File: src/rtl/spislave_pkg.sv
`default_nettype none
// +--------------------------------------------------------------------------+
// | Module   : spislave_pkg                                                  |
// | Purpose  : Shared constants and types for the spislave SPI responder.    |
// | Revision : 1.0 - initial release                                         |
// +--------------------------------------------------------------------------+
package spislave_pkg;

  // Frame-level sequencer states.
  typedef enum logic [1:0] {
    STATE_IDLE  = 2'd0,
    STATE_LOAD  = 2'd1,
    STATE_SHIFT = 2'd2
  } state_e;

  // Plain-vector encodings of the same states, for tools that dislike enums.
  localparam logic [1:0] S_IDLE  = STATE_IDLE;
  localparam logic [1:0] S_LOAD  = STATE_LOAD;
  localparam logic [1:0] S_SHIFT = STATE_SHIFT;

  localparam int               CNT_W             = 4;
  localparam logic [CNT_W-1:0] BITS_PER_FRAME    = 4'd8;
  localparam logic [7:0]       IDLE_BYTE_DEFAULT = 8'hFF;

  // Byte presented at the start of a frame: buffered data if any, else filler.
  function automatic logic [7:0] pick_tx_byte(
    input logic       empty,
    input logic [7:0] buffered,
    input logic [7:0] filler
  );
    return empty ? filler : buffered;
  endfunction

endpackage
`default_nettype wire

File: src/rtl/spislave_spisync.sv
`default_nettype none
// +--------------------------------------------------------------------------+
// | Module   : spisync                                                       |
// | Purpose  : STAGES-deep flop chain bringing an asynchronous pin into clk. |
// | Revision : 1.0 - initial release                                         |
// +--------------------------------------------------------------------------+
module spisync #(
  parameter int   STAGES  = 2,
  parameter logic RST_VAL = 1'b1
) (
  input  logic clk,
  input  logic rst,
  input  logic d,
  output logic q
);

  logic [STAGES-1:0] r_chain;

  always_ff @(posedge clk) begin
    if (rst) begin
      r_chain <= {STAGES{RST_VAL}};
    end else begin
      r_chain <= {r_chain[STAGES-2:0], d};
    end
  end

  assign q = r_chain[STAGES-1];

endmodule
`default_nettype wire

File: src/rtl/spislave.sv
`default_nettype none
// +--------------------------------------------------------------------------+
// | Module   : spislave                                                      |
// | Purpose  : SPI mode-0 responder, 8-bit MSB-first, oversampled on clk.    |
// |            Define SPISLAVE_OVERRUN_EN to add rxack / rxoverrun.          |
// | Revision : 1.0 - initial release                                         |
// +--------------------------------------------------------------------------+
module spislave
  import spislave_pkg::*;
#(
  parameter logic [7:0] IDLE_BYTE   = IDLE_BYTE_DEFAULT,
  parameter int         SYNC_STAGES = 2
) (
  input  logic       clk,
  input  logic       rst,
  input  logic [7:0] txdata,
  input  logic       txwrite,
  output logic       txempty,
  output logic [7:0] rxdata,
  output logic       rxvalid,
  output logic       selected,
  input  logic       spi_sck,
  input  logic       spi_cs_n,
  input  logic       spi_mosi,
  output logic       spi_miso,
  output logic       spi_miso_oe
`ifdef SPISLAVE_OVERRUN_EN
  ,
  input  logic       rxack,
  output logic       rxoverrun
`endif
);

  // ---------------------------------------------------------------- pin sync
  logic sck_s;
  logic cs_n_s;
  logic mosi_s;

  spisync #(.STAGES(SYNC_STAGES), .RST_VAL(1'b1)) u_sync_sck (
    .clk (clk),
    .rst (rst),
    .d   (spi_sck),
    .q   (sck_s)
  );

  spisync #(.STAGES(SYNC_STAGES), .RST_VAL(1'b1)) u_sync_cs (
    .clk (clk),
    .rst (rst),
    .d   (spi_cs_n),
    .q   (cs_n_s)
  );

  spisync #(.STAGES(SYNC_STAGES), .RST_VAL(1'b0)) u_sync_mosi (
    .clk (clk),
    .rst (rst),
    .d   (spi_mosi),
    .q   (mosi_s)
  );

  // --------------------------------------------------------- edge detection
  logic       r_sck_d;
  logic       r_cs_n_d;
  logic [1:0] r_prime;
  logic       w_primed;
  logic       w_sck_rise;
  logic       w_sck_fall;
  logic       w_cs_fall;

  // The synchroniser resets to 1, so its first real sample of a low cs_n would
  // look like a falling edge. cs_n history is only tracked once the chain
  // holds genuine pin samples; until then it reads as "already low".
  assign w_primed = (r_prime == 2'(SYNC_STAGES));

  always_ff @(posedge clk) begin
    if (rst) begin
      r_sck_d  <= 1'b1;
      r_cs_n_d <= 1'b0;
      r_prime  <= 2'd0;
    end else begin
      r_sck_d <= sck_s;
      if (!w_primed) begin
        r_prime <= r_prime + 2'd1;
      end else begin
        r_cs_n_d <= cs_n_s;
      end
    end
  end

  assign w_sck_rise = sck_s & ~r_sck_d;
  assign w_sck_fall = ~sck_s & r_sck_d;
  assign w_cs_fall  = w_primed & r_cs_n_d & ~cs_n_s;

  // ------------------------------------------------------------- sequencer
  logic [1:0] r_state;
  logic [1:0] w_state_nxt;

  always_comb begin
    w_state_nxt = r_state;
    if (cs_n_s) begin
      w_state_nxt = S_IDLE;
    end else begin
      case (r_state)
        S_IDLE:  if (w_cs_fall) w_state_nxt = S_LOAD;
        S_LOAD:  w_state_nxt = S_SHIFT;
        S_SHIFT: w_state_nxt = S_SHIFT;
        default: w_state_nxt = S_IDLE;
      endcase
    end
  end

  always_ff @(posedge clk) begin
    if (rst) begin
      r_state <= S_IDLE;
    end else begin
      r_state <= w_state_nxt;
    end
  end

  // ------------------------------------------------------------- datapath
  logic [CNT_W-1:0] r_cnt;
  logic [7:0]       r_rx_shift;
  logic [7:0]       r_tx_shift;
  logic [7:0]       r_txbuf;
  logic             r_txempty;
  logic             r_reload;
  logic             r_miso;
  logic [7:0]       r_rxdata;
  logic             r_rxvalid;
  logic             w_in_shift;
  logic             w_frame_done;
  logic             w_load;
  logic [7:0]       w_load_byte;

  assign w_in_shift   = (r_state == S_SHIFT) & ~cs_n_s;
  assign w_frame_done = w_in_shift & (r_cnt == BITS_PER_FRAME);
  // A load happens on frame start and on the first sck fall after each byte.
  assign w_load       = ~cs_n_s & ((r_state == S_LOAD) |
                                   ((r_state == S_SHIFT) & w_sck_fall & r_reload));
  assign w_load_byte  = pick_tx_byte(r_txempty, r_txbuf, IDLE_BYTE);

  always_ff @(posedge clk) begin
    if (rst) begin
      r_cnt      <= '0;
      r_rx_shift <= 8'h00;
      r_reload   <= 1'b0;
      r_rxdata   <= 8'h00;
      r_rxvalid  <= 1'b0;
    end else begin
      r_rxvalid <= w_frame_done;
      if (w_frame_done) begin
        r_rxdata <= r_rx_shift;
      end

      if (cs_n_s || (r_state == S_LOAD)) begin
        r_cnt <= '0;
      end else if (w_in_shift && w_sck_rise) begin
        r_cnt <= r_cnt + 4'd1;
      end else if (w_frame_done) begin
        r_cnt <= '0;
      end

      if (w_in_shift && w_sck_rise) begin
        r_rx_shift <= {r_rx_shift[6:0], mosi_s};
      end

      if (cs_n_s || (r_state == S_LOAD)) begin
        r_reload <= 1'b0;
      end else if (w_frame_done) begin
        r_reload <= 1'b1;
      end else if (w_load) begin
        r_reload <= 1'b0;
      end
    end
  end

  always_ff @(posedge clk) begin
    if (rst) begin
      r_tx_shift <= 8'h00;
      r_miso     <= 1'b1;
    end else if (w_load) begin
      r_tx_shift <= w_load_byte;
      r_miso     <= w_load_byte[7];
    end else if (w_in_shift && w_sck_fall) begin
      r_tx_shift <= {r_tx_shift[6:0], 1'b0};
      r_miso     <= r_tx_shift[6];
    end
  end

  // A write coinciding with a load lands after the load has taken the old byte.
  always_ff @(posedge clk) begin
    if (rst) begin
      r_txbuf   <= 8'h00;
      r_txempty <= 1'b1;
    end else if (txwrite) begin
      r_txbuf   <= txdata;
      r_txempty <= 1'b0;
    end else if (w_load && !r_txempty) begin
      r_txempty <= 1'b1;
    end
  end

  // ----------------------------------------------------------- overrun flag
`ifdef SPISLAVE_OVERRUN_EN
  logic r_pending;
  logic r_overrun;

  always_ff @(posedge clk) begin
    if (rst) begin
      r_pending <= 1'b0;
      r_overrun <= 1'b0;
    end else begin
      if (r_rxvalid) begin
        r_pending <= 1'b1;
      end else if (rxack) begin
        r_pending <= 1'b0;
      end

      if (r_rxvalid && r_pending && !rxack) begin
        r_overrun <= 1'b1;
      end else if (rxack) begin
        r_overrun <= 1'b0;
      end
    end
  end

  assign rxoverrun = r_overrun;
`endif

  // ---------------------------------------------------------------- outputs
  assign txempty     = r_txempty;
  assign rxdata      = r_rxdata;
  assign rxvalid     = r_rxvalid;
  assign selected    = (r_state != S_IDLE);
  assign spi_miso    = r_miso;
  assign spi_miso_oe = selected;

endmodule
`default_nettype wire
File: config.mk
export PLATFORM = sky130hd
export DESIGN_NAME = spislave
export DESIGN_NICKNAME = d
export VERILOG_FILES = /design/src/rtl/spislave_pkg.sv /design/src/rtl/spislave_spisync.sv /design/src/rtl/spislave.sv
export SDC_FILE = /design/constraint.sdc
export NUM_CORES = 1
export LEC_CHECK = 0
export BUFFER_PORTS_ARGS = -buffer_cell sky130_fd_sc_hd__buf_2
export CORE_AREA = 2 2 87 89
export CTS_CLUSTER_DIAMETER = 150
export DETAILED_ROUTE_END_ITERATION = 16
export DIE_AREA = 0 0 89 91
export GPL_ROUTABILITY_DRIVEN = 0
export SYNTH_ARGS = -nofsm -noshare
export SYNTH_HDL_FRONTEND = slang
export SYNTH_SLANG_ARGS = --single-unit
File: constraint.sdc
create_clock -name clk -period 3.25 [get_ports clk]
set_input_delay 0.65 -clock clk [delete_from_list [all_inputs] [get_ports clk]]
set_output_delay 0.65 -clock clk [all_outputs]
set_load 0.02 [all_outputs]
==> results of run 1 <==
-- state kept, by name, indices dropped and copies added (netlist names), 4 cells and up --
name,cells
r_tx_shift,7
rxdata,8
r_txbuf,8
r_rx_shift,8
r_cnt,4
-- cells by family after synthesis --
logic type | synth area share (%)
compound gates | 13.8
xor+xnor | 0.836
fa+ha+maj | 4.18
buf+inv | 5.02
flops | 48.7
mux | 5.26
simple gates | 22.2
-- placed cells by master, fill, tap and decap left out, types with 2 or more instances in the layout --
cell       instances
nand2b_1           2
dfxtp_1           51
o21ba_2            2
xor2_1             2
nor2_1            19
clkbuf_8           5
nand3_1            2
o211ai_1           5
nor4_1             3
inv_1              6
bufinv_16          2
nor3_1             8
o21ai_1            8
ha_1               7
a21oi_1           25
nand2_1           43
mux2i_1           11
or3_1              3
or2_2              5
nor2b_1            2
buf_2             26
-- path summary, 6_finish.rpt --
path	start	endpoint	slack, ns	depth (start not counted)
worst max-delay path	r_state[0]	selected	1.42	4
worst min register to register	u_sync_sck.r_chain[0]	u_sync_sck.r_chain[1]	0.41	1
worst max register to register	u_sync_cs.r_chain[1]	r_cnt[3]	1.54	4
worst min-delay path	u_sync_sck.r_chain[0]	u_sync_sck.r_chain[1]	0.41	1
-- synth_stat cells (3+ instances only) --
library cell / count
o211ai_1: 5
nor2_1: 19
nor3_1: 8
o21ai_1: 8
ha_1: 7
or2_2: 5
nand2_1: 43
inv_1: 6
or3_1: 3
nor4_1: 3
mux2i_1: 11
clkbuf_1: 6
a21oi_1: 25
buf_2: 3
dfxtp_1: 51
-- through the flow --
stage	utilization, %	hold WS [ns]	instance area [sq um]	worst slack, ns
after floorplan	-	0.389	2090	1.67
after global placement	31.9	0.396	2270	1.55
after detailed placement	31.9	0.393	2270	1.53
after CTS	33.8	0.414	2410	1.39
after global routing	33.8	0.427	2410	1.33
final	33.8	0.412	2410	1.42
-- critical path: stages, from the launching register on --
cell	delay [ns]
dfxtp_1	0.36
inv_1	0.09
ha_1	0.22
inv_1	0.06
buf_2	0.15
-- metal layers --
layer	global-route usage (%)	vias to the layer above	wire (um)
li1	-	827	-
met1	12.6	688	1860
met2	15.7	23	1620
met3	3.27	6	173
met4	2.99	0	47
met5	0	-	0
-- power by group --
part	switching [W]	internal, W	total [W]
Sequential	0.0000168	0.000651	0.000668
Clock	0.000207	0.000307	0.000514
Combinational	0.0000476	0.0000424	0.0000900
-- area by class of cell --
type                       instances  area share (%)
clock buffer                       5            2.86
tap                               99            5.14
sequential                        51            42.4
clock inverter                     3            2.80
inverter                           6           0.935
multi-input combinational        162            40.2
timing repair buffer              27            5.71
==> results.yml, run 1 <==
synthesis:
  synth_top_cell_area_share_pct: 48.7
  synth-seq-cells: 51
  async_reset_ff_share_pct: 0
  synth.area.top_cells: "dfxtp_1, nand2_1, a21oi_1"
  synth_flop_cell: "dfxtp_1"
  synth_warnings: 0
  syn_nets: 255
  ys_types: 38
  synth_edf_count: 0
  ys_seq_area_share_pct: 48.7
  synth_cells: 234
  synth.cell_area_sq_um: 2090
  synth_largest_area_cell: "dfxtp_1"
  avgSynthCellArea_sq_um: 8.95
timing:
  rsz0062_at_grt: "false"
  maxSlewHeadroom_pct: 62.4
  period_minus_slack_ns: 1.83
  worst-slew-pin-transition_ns: 0.561
  timing.final.crit_share_pct: 56.4
  finalHoldViolations: 0
  skew_ns: 0.00780
  tns_ns: 0
  timing.fmax_mhz: 546
  drv_slew: 0
  setup_viol: 0
worst_setup_path:
  critPathArrivalTime_ns: 1.18
  cp_max_fo: 3
  cp-end-kind: "output pin"
  cp-start-kind: "flop"
  crit_type: "reg2out"
  critPathRequiredTime_ns: 2.60
cts:
  cts_resized: 0
  post-cts-setup-buffer-count: 0
  cts.sinks: 51
  clockBufferDepth: 2
  path_clk_slew_ns: 0.08
  clk-insertion-delay-late_ns: 0.30
  htreeDepth: 2
  root_buffer: "clkbuf_8"
  cts_made_buffers: 5
  cts_tree: "yes"
  holdBufCountCts: 0
global_route:
  grt_pass1_vias: 1492
  grtUsageTotal_pct: 9.88
  grt_pass1_wl_um: 6440
  grt_max_degree: 28
  antenna_found_initial: 0
  grt_overflow: 0
routing:
  drc: 0
  viasPerCell: 4.37
  wire_per_inst_um: 10.5
  first_pass_iters: 4
  vias: 1544
  routed_wl_um: 3700
  antenna_left: 0
  drt_iter0_drc: 104
floorplanning:
  rows: 31
  io_pins: 27
  die_h_um: 91
  die_x_um: 89
  core_sq_um: 7140
  initial_core_util_pct: 29.3
  die_area_sq_um: 8100
placed_design:
  post-place-cells: 345
  io_buffer_count: 26
  dp_hpwl_um: 2560
finish:
  fin_cells: 353
  layout.nets: 274
  drive_gt1_share_pct: 19.3
  nFillCells: 757
  ff_latch_area_sq_um: 1020
  diodes: 0
  multi_input_area_sq_um: 968
  syn_to_final_growth_pct: 15.1
power:
  powerDensity_nw_per_um2: 528
  p_total_w: 0.00127
  ir_worst_vdd_mv: 0.191
  p_leak_nw: 0.913
job:
  drv_cap: 0
run_status:
  status: "complete, no violations"
min_path:
  hold_path_class: "reg2reg"
No activity file was read; power rests on OpenSTA's default activity.
==> run 2, diff against run 1 <==
clock period = 1.7 ns   (was 3.25 ns; I/O delays follow)
==> run 2 against run 1 <==
Compared with the run above:
- setup slack worse by 1.3 ns
- final area is 0.93% higher
- flip-flop and latch count stayed put
- largest cell class unchanged
- largest power group unchanged
==> results.yml, run 2 (same netlist as run 1, synthesis figures left out) <==
job:
  drv_cap: 0
finish:
  final_cell_mix: "dfxtp_1, nand2_1, buf_2"
  drive_gt1_share_pct: 22.2
  final_util_pct: 34.1
  layout_commonest_cell: "dfxtp_1"
  fin_cells: 360
  layout.nets: 281
  diodes: 0
  syn_to_final_growth_pct: 16.1
cts:
  post-cts-setup-buffer-count: 0
  cts_made_buffers: 5
  root_buffer: "clkbuf_8"
  path_clk_slew_ns: 0.09
  cts_tree: "yes"
  cts.sinks: 51
  clk-insertion-delay-late_ns: 0.31
  htreeDepth: 2
  clockBufferDepth: 2
worst_setup_path:
  cp-end-kind: "flop"
  rr_worst_depth: 6
  crit_type: "reg2reg"
  critPathRequiredTime_ns: 1.90
  reg2reg_from: "r_state[0]"
  critPathArrivalTime_ns: 1.76
  worstReg2RegEnd: "spi_miso"
  cp_max_fo: 5
  r2r_setup_slack_ns: 0.14
  cp-start-kind: "flop"
min_path:
  hold_path_class: "in2reg"
  hold_path_end: "u_sync_cs.r_chain[0]"
  min_from: "spi_cs_n"
  min_path_cells: 2
floorplanning:
  die_x_um: 89
  rows: 31
  io_pins: 27
  core_sq_um: 7140
  initial_core_util_pct: 29.3
  die_area_sq_um: 8100
  die_h_um: 91
global_route:
  grtUsageTotal_pct: 10.1
  grt_pass1_wl_um: 6630
  grt_max_degree: 26
  antenna_found_initial: 0
  grt_pass1_vias: 1497
  grt_overflow: 0
run_status:
  status: "complete, no violations"
power:
  ir_worst_vdd_mv: 0.311
  powerDensity_nw_per_um2: 899
  p_leak_nw: 0.931
  p_total_w: 0.00219
timing:
  maxSlewHeadroom_pct: 74.1
  timing.final.crit_share_pct: 92.0
  period_minus_slack_ns: 1.56
  worst-slew-pin-transition_ns: 0.388
  rsz0062_at_grt: "true"
  skew_ns: 0.00887
  drv_slew: 0
  timing.fmax_mhz: 639
  finalHoldViolations: 0
  tns_ns: 0
  setup_viol: 0
routing:
  antenna_left: 0
  viasPerCell: 4.42
  drc: 0
  wire_per_inst_um: 10.5
  drt_iter0_drc: 50
  first_pass_iters: 6
  vias: 1592
  routed_wl_um: 3790
placed_design:
  io_buffer_count: 26
  dp_hpwl_um: 2640
  post-place-cells: 352
-- run 2: repair_timing --
action,in CTS,in global routing
setup endpoints to repair,0,14
hold buffers,0,0
resized for setup,0,2
hold endpoints to repair,0,0
-- run 2: through the flow --
step / area [sq um] / hold WS [ns] / worst slack, ns
floorplan: 2090 / 0.389 / 0.179
global placement: 2330 / 0.394 / 0.116
detailed placement: 2330 / 0.393 / 0.0737
CTS: 2420 / 0.206 / 0.0643
global route: 2430 / 0.208 / -0.0145
finish: 2430 / 0.214 / 0.136
-- run 2: layout make-up --
| cell class | instances | area [sq um] |
|---|---|---|
| multi-input combinational | 162 | 976 |
| timing repair buffer | 34 | 190 |
| clock buffer | 6 | 82.6 |
| clock inverter | 2 | 16.3 |
| fill | 779 | 4700 |
| inverter | 6 | 22.5 |
| sequential | 51 | 1020 |
| tap | 99 | 124 |
-- run 2: worst max-delay path by stage --
stage / from / end / slack [ns] / cells past startpoint
detailed placement: r_state[0] / r_cnt[3] / 0.07 / 6
finish: r_state[0] / spi_miso / 0.14 / 6
global placement: r_state[0] / r_cnt[3] / 0.12 / 6
global route: r_state[0] / spi_miso / -0.01 / 6
CTS: r_state[0] / r_cnt[3] / 0.06 / 6
floorplan: r_state[0] / r_tx_shift[3] / 0.18 / 7
-- run 2: routing by layer --
metal / routed length [um] / GRT usage (%)
met5: 0 / 0
met4: 45 / 2.86
met3: 191 / 3.55
met2: 1660 / 14.7
met1: 1900 / 14.0
-- run 2: report_power, final --
group / internal (W) / leakage, nW / total [W] / switching (W)
Sequential: 0.00124 / 0.415 / 0.00127 / 0.0000293
Combinational: 0.0000835 / 0.468 / 0.000174 / 0.0000906
Clock: 0.000333 / 0.0474 / 0.000739 / 0.000407
-- run 2: critical path: stages (launching register included) --
cell and delay [ns]:
dfxtp_1 0.37, inv_1 0.09, ha_1 0.24, and4b_1 0.23, o21ba_2 0.23, o22ai_1 0.21
o21ai_1 0.08
